[src/rtl/input_buffer_pkg.sv]
// rtl/input_buffer_pkg.sv - shared NoC flit, port and input-state types
package noc_params;

  localparam int VC_SIZE           = 2;
  localparam int DEST_ADDR_SIZE_X  = 4;
  localparam int DEST_ADDR_SIZE_Y  = 4;
  localparam int HEAD_PAYLOAD_SIZE = 8;
  localparam int FLIT_DATA_SIZE    = DEST_ADDR_SIZE_X + DEST_ADDR_SIZE_Y + HEAD_PAYLOAD_SIZE;

  typedef enum logic [1:0] {HEAD, BODY, TAIL, HEADTAIL} flit_label_t;

  typedef enum logic [2:0] {LOCAL, NORTH, SOUTH, WEST, EAST} port_t;

  // Head flits carry the destination in the upper data bits
  typedef struct packed {
    logic [DEST_ADDR_SIZE_X-1:0]  x_dest;
    logic [DEST_ADDR_SIZE_Y-1:0]  y_dest;
    logic [HEAD_PAYLOAD_SIZE-1:0] head_pl;
  } head_data_t;

  typedef struct packed {
    flit_label_t               flit_label;
    logic [FLIT_DATA_SIZE-1:0] data;
  } flit_novc_t;

  typedef struct packed {
    flit_label_t               flit_label;
    logic [VC_SIZE-1:0]        vc_id;
    logic [FLIT_DATA_SIZE-1:0] data;
  } flit_t;

  typedef enum logic [1:0] {IDLE, VA, SA} input_state_t;

  function automatic logic is_head(input flit_label_t l);
    return (l == HEAD) || (l == HEADTAIL);
  endfunction

  function automatic logic is_tail(input flit_label_t l);
    return (l == TAIL) || (l == HEADTAIL);
  endfunction

endpackage

[src/rtl/input_buffer_buffer.sv]
// rtl/input_buffer_buffer.sv - circular FIFO of flits with full/empty/on-off status
module circular_buffer
  import noc_params::*;
#(
  parameter int BUFFER_SIZE = 8
) (
  input  flit_novc_t data_i,
  input  logic       read_i,
  input  logic       write_i,
  input  logic       rst,
  input  logic       clk,
  output flit_novc_t data_o,
  output logic       is_full_o,
  output logic       is_empty_o,
  output logic       on_off_o
);

  localparam int PTR_W = $clog2(BUFFER_SIZE);

  flit_novc_t       mem [BUFFER_SIZE];
  logic [PTR_W-1:0] rd_ptr;
  logic [PTR_W-1:0] wr_ptr;
  logic [PTR_W:0]   count;
  logic             rd_en;
  logic             wr_en;

  // Never pop empty; a push into a full FIFO only lands when a pop frees the slot
  always_comb begin
    rd_en = read_i & ~is_empty_o;
    wr_en = write_i & (~is_full_o | rd_en);
  end

  // Pointer and occupancy bookkeeping; pointers wrap naturally (power-of-two depth)
  always_ff @(posedge clk) begin
    if (rst) begin
      rd_ptr <= '0;
      wr_ptr <= '0;
      count  <= '0;
    end else begin
      if (rd_en) rd_ptr <= rd_ptr + 1'b1;
      if (wr_en) wr_ptr <= wr_ptr + 1'b1;
      case ({wr_en, rd_en})
        2'b10:   count <= count + 1'b1;
        2'b01:   count <= count - 1'b1;
        default: count <= count;
      endcase
    end
  end

  // Flit storage, no reset needed since occupancy gates visibility
  always_ff @(posedge clk) begin
    if (wr_en) mem[wr_ptr] <= data_i;
  end

  assign data_o     = mem[rd_ptr];
  assign is_full_o  = (count == (PTR_W+1)'(BUFFER_SIZE));
  assign is_empty_o = (count == '0);
  // On/off credit: upstream may keep sending while at least two slots are free
  assign on_off_o   = (count < (PTR_W+1)'(BUFFER_SIZE - 1));

endmodule

[src/rtl/input_buffer.sv]
// rtl/input_buffer.sv - per-VC input buffer with wormhole IDLE/VA/SA state machine
module input_buffer
  import noc_params::*;
#(
  parameter int BUFFER_SIZE = 8
) (
  input  logic               clk,
  input  logic               rst,
  input  flit_novc_t         data_i,
  input  logic               write_i,
  input  logic               read_i,
  input  port_t              out_port_i,
  input  logic               vc_valid_i,
  input  logic [VC_SIZE-1:0] vc_new_i,
  output flit_t              data_o,
  output logic               is_full_o,
  output logic               is_empty_o,
  output logic               on_off_o,
  output port_t              out_port_o,
  output logic [VC_SIZE-1:0] downstream_vc_o,
  output logic               vc_request_o,
  output logic               switch_request_o,
  output logic               vc_allocatable_o,
  output logic               error_o
);

  input_state_t state_q;
  flit_novc_t   front;
  logic         rd_eff;
  logic         label_ok;
  logic         wr_eff;
  logic         err_now;

  circular_buffer #(
    .BUFFER_SIZE(BUFFER_SIZE)
  ) u_buffer (
    .data_i     (data_i),
    .read_i     (rd_eff),
    .write_i    (wr_eff),
    .rst        (rst),
    .clk        (clk),
    .data_o     (front),
    .is_full_o  (is_full_o),
    .is_empty_o (is_empty_o),
    .on_off_o   (on_off_o)
  );

  // Gate the strobes: heads only open a packet in IDLE, bodies/tails only continue one
  always_comb begin
    rd_eff   = read_i & (state_q == SA) & ~is_empty_o;
    label_ok = (state_q == IDLE) ? is_head(data_i.flit_label) : ~is_head(data_i.flit_label);
    wr_eff   = write_i & label_ok & (~is_full_o | rd_eff);
    err_now  = (read_i & ~rd_eff) | (write_i & ~wr_eff);
  end

  // Wormhole packet FSM with registered request flags, route/VC latches and sticky error
  always_ff @(posedge clk) begin
    if (rst) begin
      state_q          <= IDLE;
      out_port_o       <= LOCAL;
      downstream_vc_o  <= '0;
      vc_request_o     <= 1'b0;
      vc_allocatable_o <= 1'b1;
      error_o          <= 1'b0;
    end else begin
      error_o <= error_o | err_now;
      case (state_q)
        IDLE: begin
          if (wr_eff) begin
            out_port_o       <= out_port_i;
            state_q          <= VA;
            vc_request_o     <= 1'b1;
            vc_allocatable_o <= 1'b0;
          end
        end
        VA: begin
          if (vc_valid_i) begin
            downstream_vc_o <= vc_new_i;
            state_q         <= SA;
            vc_request_o    <= 1'b0;
          end
        end
        SA: begin
          if (rd_eff && is_tail(front.flit_label)) begin
            state_q          <= IDLE;
            vc_allocatable_o <= 1'b1;
          end
        end
        default: begin
          state_q          <= IDLE;
          vc_request_o     <= 1'b0;
          vc_allocatable_o <= 1'b1;
        end
      endcase
    end
  end

  // Front flit re-tagged with the downstream VC of the current packet
  always_comb begin
    data_o            = '0;
    data_o.flit_label = front.flit_label;
    data_o.vc_id      = downstream_vc_o;
    data_o.data       = front.data;
  end

  assign switch_request_o = (state_q == SA) & ~is_empty_o;

endmodule

[config.mk]
export PLATFORM = sky130hd
export DESIGN_NAME = input_buffer
export DESIGN_NICKNAME = d
export VERILOG_FILES = /design/src/rtl/input_buffer_pkg.sv /design/src/rtl/input_buffer_buffer.sv /design/src/rtl/input_buffer.sv
export SDC_FILE = /design/constraint.sdc
export NUM_CORES = 1
export LEC_CHECK = 0
export ABC_AREA = 1
export BUFFER_PORTS_ARGS = -buffer_cell sky130_fd_sc_hd__buf_2
export CAP_MARGIN = 15
export CORE_MARGIN = 2
export CORE_UTILIZATION = 55
export CTS_CLUSTER_DIAMETER = 100
export DETAILED_ROUTE_END_ITERATION = 12
export HOLD_SLACK_MARGIN = 0.05
export PLACE_DENSITY = 0.73
export SYNTH_ARGS = -nofsm -noshare
export SYNTH_HDL_FRONTEND = slang
export SYNTH_SLANG_ARGS = --single-unit
[constraint.sdc]
create_clock -name clk -period 4.5 [get_ports clk]
set_input_delay 0.9 -clock clk [delete_from_list [all_inputs] [get_ports clk]]
set_output_delay 0.9 -clock clk [all_outputs]
set_load 0.01 [all_outputs]
==> flow_summary.ini, run 1 <==
[run_status]
status = complete, no violations

[cts]
post-cts-setup-buffers = 0
clock-root-buffer = clkbuf_16
tritoncts = built
path_clk_slew_ps = 70
cts_sinks = 167
insertion_delay_ps = 430
cts_buffers = 17
cts_hold_repair.buffers = 0
clk_path_buf_depth = 2
h-tree-depth = 4
cts.repair.resized = 0

[die]
core_sq_um = 12000
initial_core_util = 0.561
dieArea_sq_um = 13100
fp.dieW_microns = 114
die_y_microns = 114
row_count = 40
ios = 60

[sta]
hold_viol = 0
rsz0062_at_grt = false
final.setup.worst_slack_ps = 1060
max_freq_mhz = 291
finalCriticalPeriod_ps = 3440
setup_viol = 0
report.final.slew_viol_count = 0
final.setup.tns_ps = 0
finClkSkew_ps = 10.8
worstMarginPinSlew_ps = 1060
fin_hold_ws_ps = 450
period_share = 0.764
slew_headroom = 0.294

[synth]
syn_area_sq_um = 6710
syn_avg_cell_area_sq_um = 11.7
synth_largest_area_cell = edfxtp_1
yosys_warnings = 0
yosysMostFrequentCell = edfxtp_1
ys.flop_type = edfxtp_1
yosys-top-cells-count = edfxtp_1 (144), nand2_1 (89), nor2_1 (88)
synthTopCellsByArea = edfxtp_1 (64%), dfxtp_1 (6.9%), o21ai_0 (5.7%)
synth_cell_types = 25
synthCells = 576
yosysTopAreaCellShare = 0.644
syn-num-nets = 609
yosysSeqAreaShare = 0.713
synth_edf_count = 144
async_reset_ff_frac = 0
ys_ff_latch = 167

[setup_path]
cp.arrival_ps = 2540
required_ps = 3600
path_max_fanout = 37
worstSetupEndpointType = primary output
crit_type = register to primary output
startpoint_type = register

[placement]
place.gp.congestion = 0.762
dp_worst_setup_slack_ps = 1410
dpl.hpwl_mm = 7.77
place.port_buffers = 59

[detailed_routing]
drtAntennaViolNets = 0
wl_mm = 13.8
drt_iter0_markers = 429
vias = 4478
post_drt_wl_per_cell_microns = 17.3
drc = 0
drt-vias-per-instance = 5.62
first_pass_iters = 6

[finish]
fin_nets = 670
diodes = 0
drive_gt1_frac = 0.189
seq_area_sq_um = 4790
multi_input_area_sq_um = 1670
nFillCells = 891
area_growth_pct = 16.0

[global_routing]
grt_util_all_layers = 0.223
antenna_found_initial = 0
globalRoute.totalOverflow = 0
grt_pass1_vias = 4440
grt_pass1_wl_mm = 21.6
grt_max_degree = 73

[pwr]
cellPowerDensity_nw_per_um2 = 438
ir_drop_mv = 0.244
total_leakage_power_nw = 2.93
total_power_mw = 3.41

[worst_hold_path]
hold_class = register to register

[run]
drv_cap = 0
-- cells in the final DEF, fill, tap and decap left out, types with 2 or more instances in the layout --
| cell type | instances |
|---|---|
| clkinv_4 | 4 |
| clkinvlp_4 | 3 |
| inv_4 | 2 |
| edfxtp_1 | 144 |
| bufinv_16 | 3 |
| nand2_2 | 3 |
| inv_6 | 2 |
| a21oi_2 | 4 |
| ha_1 | 5 |
| nand3_1 | 17 |
| clkbuf_16 | 17 |
| buf_2 | 59 |
| clkinv_1 | 3 |
| inv_1 | 29 |
| nor2_4 | 2 |
| a21oi_1 | 17 |
| xor2_1 | 3 |
| nand2_1 | 89 |
| o21ai_0 | 76 |
| inv_2 | 3 |
| dfxtp_1 | 22 |
| o22ai_1 | 34 |
| buf_4 | 9 |
| nor2_2 | 5 |
| nand2_4 | 3 |
| nor2_1 | 85 |
-- state kept, by name (all words and copies together) (netlist names), 2 cells and up, named ones only --
signal           cells
u_buffer.count       4
u_buffer.rd_ptr      3
u_buffer.mem       144
downstream_vc_o      2
out_port_o           3
state_q              2
u_buffer.wr_ptr      3
-- logic make-up (layout without fill, tap and decap cells) --
family          after synthesis  after routing  synth area share
flops                       167            167             0.713
simple gates                205            205             0.126
xor+xnor                      4              4           0.00522
compound gates              132            132             0.107
fa+ha+maj                     5              5           0.00932
buf+inv                      63            137            0.0395
-- area by class of cell --
| class | count | share of cell area |
|---|---|---|
| flip-flops and latches | 167 | 0.615 |
| repair buffers | 70 | 0.0521 |
| clock buffers | 17 | 0.0547 |
| multi-input cells | 346 | 0.214 |
| inverters | 35 | 0.0175 |
| clock inverters | 15 | 0.0228 |
| well taps | 147 | 0.0236 |
-- metrics by stage --
stage | util | cells | cell area, sq um
after floorplan | - | 576 | 6710
after global routing | 0.651 | 797 | 7780
after global placement | 0.597 | 763 | 7140
final | 0.651 | 797 | 7780
after detailed placement | 0.597 | 763 | 7140
after CTS | 0.647 | 795 | 7740
-- layer usage --
metal / up-vias / GRT usage / share of wire
li1: 2151 / - / -
met1: 2153 / 0.272 / 0.42
met2: 157 / 0.363 / 0.51
met3: 17 / 0.0630 / 0.059
met4: 0 / 0.115 / 0.016
met5: - / 0 / 0
-- where the power goes --
group / total, mW / switching (mW) / internal [mW]
clock network: 1.45 / 0.577 / 0.873
registers: 1.74 / 0.0181 / 1.72
logic: 0.218 / 0.142 / 0.0755
-- critical path, stage by stage (launching register included) --
cell,delay [ps]
dfxtp_1,300
buf_4,250
inv_1,650
buf_4,330
o21ai_0,110
o22ai_1,190
nand2_1,70
nand2_1,70
buf_2,120
-- final timing paths --
kind | startpoint | end | slack, ps | depth (start not counted)
min | u_buffer.rd_ptr[2] | register | 450 | 1
min reg2reg | u_buffer.rd_ptr[2] | register | 450 | 1
max | register | data_o[14] | 1060 | 8
max reg2reg | state_q[1] | u_buffer.mem[7][7] | 2170 | 8
(Power assumes the default switching activity.)
==> run 2, diff against run 1 <==
Settings changed: CORE_UTILIZATION 55 to 53.
Clock period 4.5 ns to 2.8 ns, I/O delays scaled along.
==> run 2 against run 1 <==
Effect of this change: register-to-register slack worse by 1600 ps; non-clock buffer count is 6 higher; first-iteration DRC count is 0.93% lower; final area is 0.59% higher; sequential share of layout area is 0.36 points lower; sequential power is 61% higher; via count is 1.3% higher; clock power is 62% higher; power is 61% higher; cell count is 3.9% higher; critical path type unchanged; critical endpoint is now data_o[12].
==> flow_summary.ini, run 2 (synthesis results as in run 1) <==
[cts]
h-tree-depth = 4
clock-root-buffer = clkbuf_16
cts_sinks = 167
post-cts-setup-buffers = 0
cts_buffers = 17
tritoncts = built
path_clk_slew_ps = 60
cts_hold_repair.buffers = 0
insertion_delay_ps = 420
clk_path_buf_depth = 2

[pwr]
p_sw_mw = 1.13
switching_share = 0.206
cellPowerDensity_nw_per_um2 = 702
comb_power_share = 0.063
ir_drop_mv = 0.389
total_leakage_power_nw = 2.96
p_clk_frac = 0.428
intPower_mw = 4.36
pwr-share-seq = 0.509

[placement]
dp.cells = 796
dpl.hpwl_mm = 8.05
place.gp.congestion = 0.815
place.port_buffers = 59

[setup_path]
path_max_fanout = 13
startpoint_type = register
worstSetupEndpointType = primary output
crit_chain = buf_4 > o21ai_0 > o22ai_1 > nand2_1 > nand2_1 > buf_2
critPathSlowestCell = dfxtp_1
cp_common_cell = nand2_1
required_ps = 2240
r2r_cells = 14
slowest_delay_ps = 620
rr_startpoint = u_buffer.count[1]
cp.arrival_ps = 1990
r2r_end = u_buffer.count[2]
cp-endpoint = data_o[12]
crit_type = register to primary output
regToRegSetupSlack_ps = 540

[sta]
finClkSkew_ps = 6.92
worstMarginPinSlew_ps = 700
finalCriticalPeriod_ps = 2550
report.final.slew_viol_count = 0
rsz0062_at_grt = false
slew_headroom = 0.533
hold_viol = 0
max_freq_mhz = 393
final.setup.tns_ps = 0
period_share = 0.910
setup_viol = 0

[finish]
final_core_util = 0.628
layout.cells.non_filler = 828
final_cell_mix = edfxtp_1 (144), nand2_1 (89), nor2_1 (84), o21ai_0 (76), buf_2 (59)
final_common_cell = edfxtp_1
drive_gt1_frac = 0.189
largest_register = u_buffer.mem
fin_nets = 676
largest_reg_flops = 144
nFillCells = 920
top_regs = u_buffer.mem x144, u_buffer.count x4
diodes = 0
area_growth_pct = 16.7

[run_status]
status = complete, no violations

[worst_hold_path]
hold_class = input port to register

[detailed_routing]
drc = 0
vias = 4536
drtAntennaViolNets = 0
post_drt_wl_per_cell_microns = 17.2
first_pass_iters = 5
wl_mm = 14.3
drt_iter0_markers = 425
drt-vias-per-instance = 5.48

[global_routing]
grt_max_degree = 73
grt_util_all_layers = 0.220
globalRoute.totalOverflow = 0
grt_pass1_vias = 4343
antenna_found_initial = 0
grt_pass1_wl_mm = 21.9

[die]
row_count = 41
core_sq_um = 12500
initial_core_util = 0.538
fp.dieW_microns = 117
ios = 60
dieArea_sq_um = 13600
die_y_microns = 117

[run]
drv_cap = 0
-- run 2: changes by cell type in the layout (fill, tap and decap cells not counted), moves of 2 or more --
cell        previous run  this run
clkinv_1               3         5
clkinv_4               4         0
buf_4                  9        16
clkbuf_1               0         4
clkinvlp_4             3         0
-- run 2: power by group through the flow --
| stage | Clock (mW) | Combinational [mW] | Sequential [mW] |
|---|---|---|---|
| 4_1_cts | 2.39 | 0.347 | 2.79 |
| 2_1_floorplan | 0 | 0.201 | 2.85 |
| 5_1_grt | 2.49 | 0.385 | 2.80 |
| 6_report | 2.35 | 0.345 | 2.80 |
| 3_3_place_gp | 0 | 0.333 | 2.84 |
| 3_5_place_dp | 0 | 0.344 | 2.85 |
-- run 2: metal layers --
layer	vias to the layer above	wire, microns	GRT usage
li1	2157	-	-
met1	2160	5880	0.272
met2	193	7240	0.369
met3	26	851	0.0498
met4	0	311	0.109
met5	-	0	0
-- run 2: what timing repair did --
action,in CTS,in global routing
endpoints found under the hold margin,0,0
gates resized for setup,0,1
setup endpoints to repair,0,3
-- run 2: metrics by stage --
| stage | hold slack, ps | total power, mW | instance area [sq um] | setup WS [ps] |
|---|---|---|---|---|
| after floorplan | 412 | 3.05 | 6710 | 480 |
| after global placement | 430 | 3.18 | 7230 | 480 |
| after detailed placement | 435 | 3.19 | 7230 | 339 |
| after CTS | 387 | 5.53 | 7830 | 109 |
| after global routing | 401 | 5.67 | 7830 | 107 |
| final | 404 | 5.49 | 7830 | 253 |
-- run 2: worst min path at each step --
stage | startpoint | endpoint | slack [ps] | cells past startpoint
final | data_i[3] | u_buffer.mem[2][3] | 400 | 1
after global routing | data_i[2] | u_buffer.mem[3][2] | 400 | 1
after CTS | data_i[3] | u_buffer.mem[2][3] | 390 | 1
after detailed placement | u_buffer.rd_ptr[2] | register | 440 | 1
after global placement | u_buffer.rd_ptr[2] | u_buffer.rd_ptr[2] | 430 | 1
after floorplan | u_buffer.rd_ptr[2] | register | 410 | 1
-- run 2: final cells by class --
| type | instances | area [sq um] | share of cell area |
|---|---|---|---|
| flip-flops and latches | 167 | 4790 | 0.611 |
| clock buffers | 21 | 440 | 0.0562 |
| repair buffers | 76 | 427 | 0.0545 |
| multi-input cells | 346 | 1670 | 0.213 |
| clock inverters | 11 | 154 | 0.0197 |
| inverters | 35 | 136 | 0.0174 |
| well taps | 172 | 215 | 0.0275 |
-- run 2: worst max-delay path, delay by kind of cell, from the launching register on --
family	cells	cell delay, ps
AOI/OAI and AO/OA	2	360
buffers and inverters	2	410
DFF	1	620
and+or+nand+nor	2	170
